[config.mk]
export PLATFORM = sky130hd
export DESIGN_NAME = sram_bridge
export DESIGN_NICKNAME = d
export VERILOG_FILES = /design/src/rtl/sram_bridge.sv
export SDC_FILE = /design/constraint.sdc
export NUM_CORES = 1
export LEC_CHECK = 0
export CAP_MARGIN = 40
export CORE_UTILIZATION = 35
export CTS_BUF_LIST = sky130_fd_sc_hd__clkbuf_4 sky130_fd_sc_hd__clkbuf_8
export CTS_CLUSTER_DIAMETER = 200
export DETAILED_ROUTE_END_ITERATION = 8
export PLACE_DENSITY = 0.63
export SLEW_MARGIN = 40
export SYNTH_ARGS = -nofsm -noshare
export SYNTH_HDL_FRONTEND = slang
export SYNTH_SLANG_ARGS = --single-unit
[constraint.sdc]
create_clock -name clk -period 2.45 [get_ports clk]
set_clock_uncertainty 0.1 [all_clocks]
set_input_delay 0.735 -clock clk [delete_from_list [all_inputs] [get_ports clk]]
set_output_delay 0.735 -clock clk [all_outputs]
set_load 0.005 [all_outputs]
[src/rtl/sram_bridge.sv]
// sram_bridge: bridges the 32-bit processor data port onto a 16-bit synchronous SRAM.
// Each word access becomes two halfword SRAM cycles, low half first. The processor sees
// a busy flag and a one-cycle ready pulse per access. Every output is decoded from the
// registered state and the latched request, never from the live request inputs.
module sram_bridge #(
  parameter int unsigned DATA_WIDTH      = 32,
  parameter int unsigned WORD_ADDR_WIDTH = 9,
  parameter int unsigned SRAM_ADDR_WIDTH = 10
) (
  input  logic                       clk,
  input  logic                       rst,
  // Processor data port
  input  logic                       data_rd_en,
  input  logic                       data_wr_en,
  input  logic [WORD_ADDR_WIDTH-1:0] data_addr,
  input  logic [DATA_WIDTH-1:0]      data_write,
  input  logic [3:0]                 data_be,
  output logic [DATA_WIDTH-1:0]      data_read,
  output logic                       data_ready,
  output logic                       busy,
  output logic                       err_overrun,
  // SRAM port, strobes active low
  output logic                       sram_ce_n,
  output logic                       sram_we_n,
  output logic                       sram_oe_n,
  output logic                       sram_ub_n,
  output logic                       sram_lb_n,
  output logic [SRAM_ADDR_WIDTH-1:0] sram_addr,
  output logic [15:0]                sram_wr_data,
  input  logic [15:0]                sram_rd_data
);

  // FSM encoding
  localparam logic [2:0] StIdle   = 3'd0;
  localparam logic [2:0] StAccLo  = 3'd1;
  localparam logic [2:0] StAccHi  = 3'd2;
  localparam logic [2:0] StRdTail = 3'd3;
  localparam logic [2:0] StDone   = 3'd4;

  logic [2:0]                 state_q, state_d;
  logic                       req;

  // Latched request fields
  logic                       op_wr_q;
  logic [WORD_ADDR_WIDTH-1:0] addr_q;
  logic [DATA_WIDTH-1:0]      wdata_q;
  logic [3:0]                 be_q;

  // Read assembly and status
  logic [15:0]                lo_q;
  logic [DATA_WIDTH-1:0]      rdata_q;
  logic                       err_q;

  // Last driven SRAM address/data, held while the SRAM is idle
  logic [SRAM_ADDR_WIDTH-1:0] sram_addr_q;
  logic [15:0]                sram_wdata_q;

  assign req = data_wr_en | data_rd_en;

  // Next-state logic: fixed LO/HI sequence, reads take one extra tail cycle
  always_comb begin
    state_d = state_q;
    case (state_q)
      StIdle:   if (req) state_d = StAccLo;
      StAccLo:  state_d = StAccHi;
      StAccHi:  state_d = op_wr_q ? StDone : StRdTail;
      StRdTail: state_d = StDone;
      StDone:   state_d = StIdle;
      default:  state_d = StIdle;
    endcase
  end

  // State register
  always_ff @(posedge clk) begin
    if (rst) begin
      state_q <= StIdle;
    end else begin
      state_q <= state_d;
    end
  end

  // Request latch; a write wins when both enables are set
  always_ff @(posedge clk) begin
    if (rst) begin
      op_wr_q <= 1'b0;
      addr_q  <= '0;
      wdata_q <= '0;
      be_q    <= 4'h0;
    end else if (state_q == StIdle && req) begin
      op_wr_q <= data_wr_en;
      addr_q  <= data_addr;
      wdata_q <= data_write;
      be_q    <= data_be;
    end
  end

  // SRAM strobe and bus decode from state and latched request
  always_comb begin
    sram_ce_n    = 1'b1;
    sram_we_n    = 1'b1;
    sram_oe_n    = 1'b1;
    sram_ub_n    = 1'b1;
    sram_lb_n    = 1'b1;
    sram_addr    = sram_addr_q;
    sram_wr_data = sram_wdata_q;
    case (state_q)
      StAccLo: begin
        sram_ce_n    = 1'b0;
        sram_we_n    = ~op_wr_q;
        sram_oe_n    = op_wr_q;
        sram_lb_n    = ~be_q[0];
        sram_ub_n    = ~be_q[1];
        sram_addr    = {addr_q, 1'b0};
        sram_wr_data = wdata_q[15:0];
      end
      StAccHi: begin
        sram_ce_n    = 1'b0;
        sram_we_n    = ~op_wr_q;
        sram_oe_n    = op_wr_q;
        sram_lb_n    = ~be_q[2];
        sram_ub_n    = ~be_q[3];
        sram_addr    = {addr_q, 1'b1};
        sram_wr_data = wdata_q[DATA_WIDTH-1:16];
      end
      default: ;
    endcase
  end

  // Hold the last SRAM address/data so they do not toggle while idle
  always_ff @(posedge clk) begin
    if (rst) begin
      sram_addr_q  <= '0;
      sram_wdata_q <= 16'h0;
    end else begin
      sram_addr_q  <= sram_addr;
      sram_wdata_q <= sram_wr_data;
    end
  end

  // Read capture: SRAM data lags its access cycle by one clock
  always_ff @(posedge clk) begin
    if (rst) begin
      lo_q    <= 16'h0;
      rdata_q <= '0;
    end else begin
      if (state_q == StAccHi && !op_wr_q) begin
        lo_q <= sram_rd_data;
      end
      // High half arrives in the tail cycle; publish the whole word on entry to DONE
      if (state_q == StRdTail) begin
        rdata_q <= {sram_rd_data, lo_q};
      end
    end
  end

  // Sticky overrun: any request while an access is in flight is dropped and flagged
  always_ff @(posedge clk) begin
    if (rst) begin
      err_q <= 1'b0;
    end else if (state_q != StIdle && req) begin
      err_q <= 1'b1;
    end
  end

  assign data_read   = rdata_q;
  assign data_ready  = (state_q == StDone);
  assign busy        = (state_q != StIdle);
  assign err_overrun = err_q;

endmodule

---- Word-level counts from Yosys, hierarchy flattened ----
Index checks and enable logic that the tools add are counted.
word-level totals
  memories kept ........................... 0
  logic and storage cells ................. 38
  bits in read-only memories .............. 0
  input bits .............................. 65
  latch bits .............................. 0
  flip-flop bits (word level) ............. 124
  RAM bits ................................ 0
  output and inout port bits .............. 66
operators by class
  multiplexer cells ....................... 10
  shifts and indexed selects .............. 0
  $lt $le $gt $ge ......................... 0
  $mul .................................... 0
  $add $sub $neg .......................... 0
  div/mod/pow operators ................... 0
  bitwise operators ....................... 6
  equal/unequal tests ..................... 5
  reductions and logical operators ........ 7
operator list
  cell                                            number
  case mux 16 bit (2 select lines)                1
  case mux 10 bit (2 select lines)                1
  case mux 3 bit (4 select lines)                 1
  == test 3 x 2 -> 1 bit (second input constant)  2
  two-way mux 3 bit                               2
  inverter 1 bit                                  5
  case mux 1 bit (2 select lines)                 2
  == test 3 x 1 -> 1 bit (second input constant)  1
  == test 3 bit (second input constant)           1
  logical AND 1 bit                               3
  zero test 3 bit                                 1
  two-way mux 1 bit                               3
  nonzero test 3 bit                              1
  != test 2 bit (second input constant)           1
  OR reduction 2 bit                              1
  zero test 1 bit                                 1
  bitwise OR 1 bit                                1

---- Logic depth before layout (Yosys ltp) ----
Gate-level depths: netlist of run 1.
  depth in word-level cells ............... 3
  depth in mapped cells ................... 7
  depth with buffers taken out ............ 4

---- Worst setup path before layout of run 1 ----
Ideal clock, no wire load.
  path type ............................... register -> output
  start ................................... reg state_q[0]
  end ..................................... out sram_addr[4]
  data arrival time ....................... 1416 ps
  path buffers ............................ 2
  path slack .............................. 199 ps
  cell stages (with the launch flop) ...... 7
  required time ........................... 1615 ps
  path through ............................ dfxtp_1 > buf_6 > xor2_4 > and2_1 > inv_2 > buf_6 > mux2_4
between the ends
  word-level cells in the longest chain between the ends .. 2
  elaborated cells on any way between the ends .. 3
  classes of those cells .................. 2 x eq/ne; 1 x mux
RTL lines
  what                                                                     line  source
  from (decl)                                                              40    logic [2:0] state_q, state_d;
  from (signal assigned)                                                   76    state_q <= StIdle;
  from (signal assigned)                                                   78    state_q <= state_d;
  == test 3 x 2 -> 1 bit / == test 3 x 1 -> 1 bit (equally long branches)  106   case (state_q)
  case mux 10 bit (2 select lines) (*)                                     106
  to (decl)                                                                28    output logic [SRAM_ADDR_WIDTH-1:0] sram_addr,
Every way passes the cells marked *; elsewhere a longest branch is shown, timed or not.

---- Worst setup path after layout of run 1 ----
  start ................................... reg state_q[1]
  end ..................................... out sram_addr[4]
The elaborated chain is that of the path after synthesis.

==> results.toml, run 1 <==
[run_status]
outcome = "complete, but fails checks"
violations = "setup timing"

[floorplanning]
start_util_pct = 35.7
fp.coreArea_um2 = 13800
ios = 131
row_count = 43
die_h_um = 121
die_w_um = 121
dieArea_um2 = 14600

[synth]
seq_area_frac_synth_pct = 50.2
synth_seq_cells = 124
synthCells = 584
dominantRegCellSynth = "dfxtp_1"
syn_area_um2 = 4940
synthesis.nets = 649
avgSynthCellArea_um2 = 8.46
synth-edff-count = 0
yosysWarnings = 0
synthArstFlopShare_pct = 0
synth_cell_types = 32

[power]
pwr-share-comb_pct = 24.4
intPower_mw = 3.87
p_leak_nw = 2.58
p_seq_share_pct = 42.2
p_sw_share_pct = 28.6
power_switching_mw = 1.55
ir_drop_v = 0.000347
clkPwrFrac_pct = 33.4
p_per_area_nw_per_um2 = 763
power_mw = 5.43

[routing]
drc_errors = 0
vias = 4746
wirelength_um = 15000
via_per_inst = 5.21
wire_per_inst_um = 16.5
drtPass1Iterations = 7
postRouteAntennaNets = 0
drt-initial-drc-count = 409

[worst_hold_path]
whs_path_depth = 2
min_to = "data_read[0]"
hp-class = "flop to flop"
worstHoldStart = "lo_q[0]"

[place]
dp_cells = 860
dp.final_hpwl_um = 9370
io_buffers = 130
placed_cell_area_um2 = 6430
dpl_worst_slack_ns = -0.192
gp_congestion = 0.817

[layout]
diodes = 0
layout_common_cells = "dfxtp_1, a21oi_1, nand2_1"
fill_cells = 1274
area_growth_pct = 44.0
drive_gt1_share_pct = 20.4
stdcell_count = 911
final_area_um2 = 7110
final_net_count = 787
layout_commonest_cell = "dfxtp_1"
postLayoutCoreUtil_pct = 51.4

[timing]
hold_viol = 0
finalCritPeriodShare_pct = 109
max_slew_margin_pct = 56.4
rsz0062_at_grt = "true"
worst_slew_pin_slew_ns = 0.653
maxSlewViolCount = 0
fin_tns_setup_ns = -3.87
setup_viol = 27
min_period_ns = 2.68
fin_ws_ns = -0.229
clock.fmax_ghz = 0.373
whs_ns = 0.353

[setup_path]
rrSetupSlack_ns = 0.48
critical_path_class = "flop to output port"
cp_max_fo = 5
cp.required_ns = 1.62
reg2reg_from = "state_q[0]"
arrival_ns = 1.84
endpoint_kind = "output port"
r2r_end = "lo_q[6]"
rr_worst_depth = 5
cp-start-kind = "flop"

[clock_tree]
cts_root_buffer = "clkbuf_8"
clockBufferDepth = 2
path_clk_slew_ns = 0.07
clk_latency_ns = 0.44
cts_tree = "done"
clock_sinks = 124
cts_hold_buf = 0
h-tree-depth = 4
cts_made_buffers = 17

[grt]
overflow = 0
grt_pass1_vias = 4399
grt_first_pass_wirelength_um = 23100
grtUsageTotal_pct = 20.7
grt_max_degree = 105
grt_antenna_before_repair = 0

[flow_run]
maxCapViolCount = 0
-- synth_stat cells, drive strengths merged, types with 2 or more instances --
cell type | number | share of area (%)
a21oi | 106 | 11
a22o | 2 | 0.35
a22oi | 16 | 2.4
a31o | 7 | 1.2
and2 | 2 | 0.25
buf | 19 | 2.3
clkbuf | 36 | 2.7
dfxtp | 124 | 50
inv | 5 | 0.38
mux2 | 9 | 2.1
nand2 | 105 | 8.0
nand2b | 7 | 0.89
nand3 | 45 | 4.6
nor2 | 7 | 0.53
nor2b | 2 | 0.25
nor3 | 3 | 0.30
o21ai | 48 | 4.9
o2bb2ai | 32 | 5.7
-- sequential cells by signal, indices dropped and copies added, names as in the netlist --
register,cells
data_read,32
wdata_q,32
lo_q,16
sram_wdata_q,16
sram_addr_q,10
addr_q,9
be_q,4
state_q,3
err_overrun,1
op_wr_q,1
-- area by class of cell --
class	instances	area, µm²	share of cell area [%]
multi-input combinational	400	2330	32.8
clock buffer	21	277	3.89
tap	180	225	3.17
timing repair buffer	174	1650	23.2
sequential	124	2490	35.0
inverter	5	23.8	0.334
clock inverter	7	118	1.65
-- what timing repair did --
item | in CTS | in global routing
endpoints found under the setup margin | 33 | 33
pin swaps | 4 | 20
setup buffers | 15 | 10
gates cloned | 2 | 0
resized for setup | 158 | 20
-- power groups by stage --
stage	Combinational [mW]	Clock (mW)	Sequential (mW)
floorplan	0.647	0	2.29
global placement	1.13	0	2.32
detailed placement	1.15	0	2.32
CTS	1.32	1.85	2.28
global route	1.43	1.93	2.31
finish	1.32	1.81	2.29
-- worst max path at each step --
stage               startpoint              end  slack (ns)  depth (start not counted)
CTS                 state_q[1]     sram_addr[4]       -0.26                          7
floorplan           state_q[0]     sram_addr[4]        0.20                          6
global placement    state_q[0]     sram_addr[3]       -0.17                          6
detailed placement  state_q[0]     sram_addr[2]       -0.19                          6
global route        state_q[0]  sram_wr_data[3]       -0.31                          6
finish              state_q[1]     sram_addr[4]       -0.23                          7
-- cells by family (layout without fill, tap and decap cells) --
group                  Yosys count  in the layout  share of synthesized area, %
XOR/XNOR                         1              1                         0.557
flip-flops                     124            124                          50.2
AO/OA/AOI/OAI                  212            212                          25.4
AND/OR/NAND/NOR                177            177                          16.0
buffers and inverters           60            207                          5.39
multiplexers                    10             10                          2.33
-- metal layers --
| metal | part of all wire (%) | GRT usage [%] | up-vias |
|---|---|---|---|
| li1 | - | - | 2322 |
| met1 | 45 | 26.7 | 2260 |
| met2 | 47 | 32.6 | 145 |
| met3 | 6.3 | 6.27 | 19 |
| met4 | 1.5 | 7.18 | 0 |
| met5 | 0 | 0 | - |
-- worst max-delay path: stages, from the launching register on --
cell     delay [ns]
dfxtp_4        0.38
xor2_4         0.15
and2_4         0.18
inv_6          0.04
buf_12         0.12
buf_8          0.12
mux2_4         0.29
buf_6          0.11
Note: power is estimated with default switching activity, not from simulation.
==> run 2, diff against run 1 <==
- SKIP_CTS_REPAIR_TIMING: unset -> 1
==> run 2 against run 1 <==
Against the previous run:
- the flow still finishes with violations (setup timing)
- register-to-register slack better by 0.12 ns
- sequential power hardly changed
- maximum frequency is 1.2% lower
==> results.toml, run 2 (synthesis results as in run 1) <==
[grt]
grt_first_pass_wirelength_um = 22300
overflow = 0
grtUsageTotal_pct = 19.8
grt_pass1_vias = 4317
grt_antenna_before_repair = 0
grt_max_degree = 105

[place]
io_buffers = 130
placed_cell_area_um2 = 6430
dp.final_hpwl_um = 9370
gp_congestion = 0.817
dp_cells = 860

[timing]
maxSlewViolCount = 0
min_period_ns = 2.71
max_slew_margin_pct = 53.6
worst_slew_pin_slew_ns = 0.694
clock.fmax_ghz = 0.369
fin_ws_ns = -0.261
fin_tns_setup_ns = -3.90
finalCritPeriodShare_pct = 111
hold_viol = 0
rsz0062_at_grt = "true"
setup_viol = 26

[clock_tree]
clock_sinks = 124
clk_latency_ns = 0.43
path_clk_slew_ns = 0.07
cts_root_buffer = "clkbuf_8"
cts_tree = "done"
cts_made_buffers = 17
h-tree-depth = 4
clockBufferDepth = 2

[floorplanning]
start_util_pct = 35.7
row_count = 43
fp.coreArea_um2 = 13800
die_h_um = 121
dieArea_um2 = 14600
ios = 131
die_w_um = 121

[layout]
fill_cells = 1246
layout_common_cells = "dfxtp_1, a21oi_1, nand2_1"
final_net_count = 790
multi_input_area_um2 = 2470
layout_commonest_cell = "dfxtp_1"
seqCellArea_um2 = 2490
diodes = 0
postLayoutCoreUtil_pct = 53.3
final_area_um2 = 7370
stdcell_count = 914
area_growth_pct = 49.1
drive_gt1_share_pct = 21.3

[worst_hold_path]
whs_path_depth = 2
hp-class = "flop to flop"

[setup_path]
critical_path_class = "flop to output port"
cp_max_fo = 6
arrival_ns = 1.88
endpoint_kind = "output port"
cp-start-kind = "flop"
cp.required_ns = 1.62
rr_worst_depth = 4

[power]
p_leak_nw = 2.72
power_mw = 5.60
ir_drop_v = 0.000348
p_per_area_nw_per_um2 = 761

[routing]
via_per_inst = 5.24
wire_per_inst_um = 16.8
postRouteAntennaNets = 0
vias = 4790
drc_errors = 0
drt-initial-drc-count = 410
drtPass1Iterations = 5
wirelength_um = 15400

[flow_run]
maxCapViolCount = 0

[run_status]
violations = "setup timing"
outcome = "complete, but fails checks"
-- run 2: cell types whose count changed in the layout (fill, tap and decap cells not counted), sizes merged --
cell | before | now
buf | 72 | 58
dlygate4sd2 | 1 | 0
dlymetal6s2s | 0 | 7
clkbuf | 23 | 37
bufbuf | 1 | 0
clkdlybuf4s15 | 2 | 0
-- run 2: power by group --
part / switching [mW] / internal, mW / leakage (nW)
registers: 0.123 / 2.18 / 1.01
clock network: 0.757 / 1.06 / 0.193
logic: 0.737 / 0.750 / 1.52
total: 1.62 / 3.99 / 2.72
-- run 2: layer usage --
layer  global-route usage (%)  vias to the layer above  part of all wire [%]
li1                         -                     2332                     -
met1                     25.9                     2285                    45
met2                     31.0                      146                    48
met3                     5.71                       27                   5.3
met4                     6.87                        0                   2.1
met5                        0                        -                     0
-- run 2: area by class of cell --
cell class	count	area share, %
tap	180	3.06
clock buffer	21	3.75
multi-input combinational	400	33.5
sequential	124	33.8
timing repair buffer	177	23.9
clock inverter	7	1.60
inverter	5	0.357
-- run 2: metrics by stage --
stage	hold slack [ns]	worst slack [ns]
after global placement	0.338	-0.166
after global routing	0.362	-0.303
after detailed placement	0.344	-0.192
final	0.353	-0.261
after CTS	0.353	-0.688
after floorplan	0.332	0.199
-- run 2: critical path, cell delays in order (launching register included) --
cell and delay (ns):
dfxtp_4 0.38, nor2b_4 0.14, buf_6 0.13, buf_6 0.11, buf_6 0.11, buf_6 0.11, a22oi_2 0.23, o2bb2ai_1 0.09
buf_2 0.13
-- run 2: path summary, 6_finish.rpt --
path         startpoint  slack (ns)               to
max          state_q[0]       -0.26  sram_wr_data[5]
min             lo_q[3]        0.35          lo_q[3]
max reg2reg  state_q[2]        0.60          lo_q[8]
min reg2reg     lo_q[3]        0.35          lo_q[3]
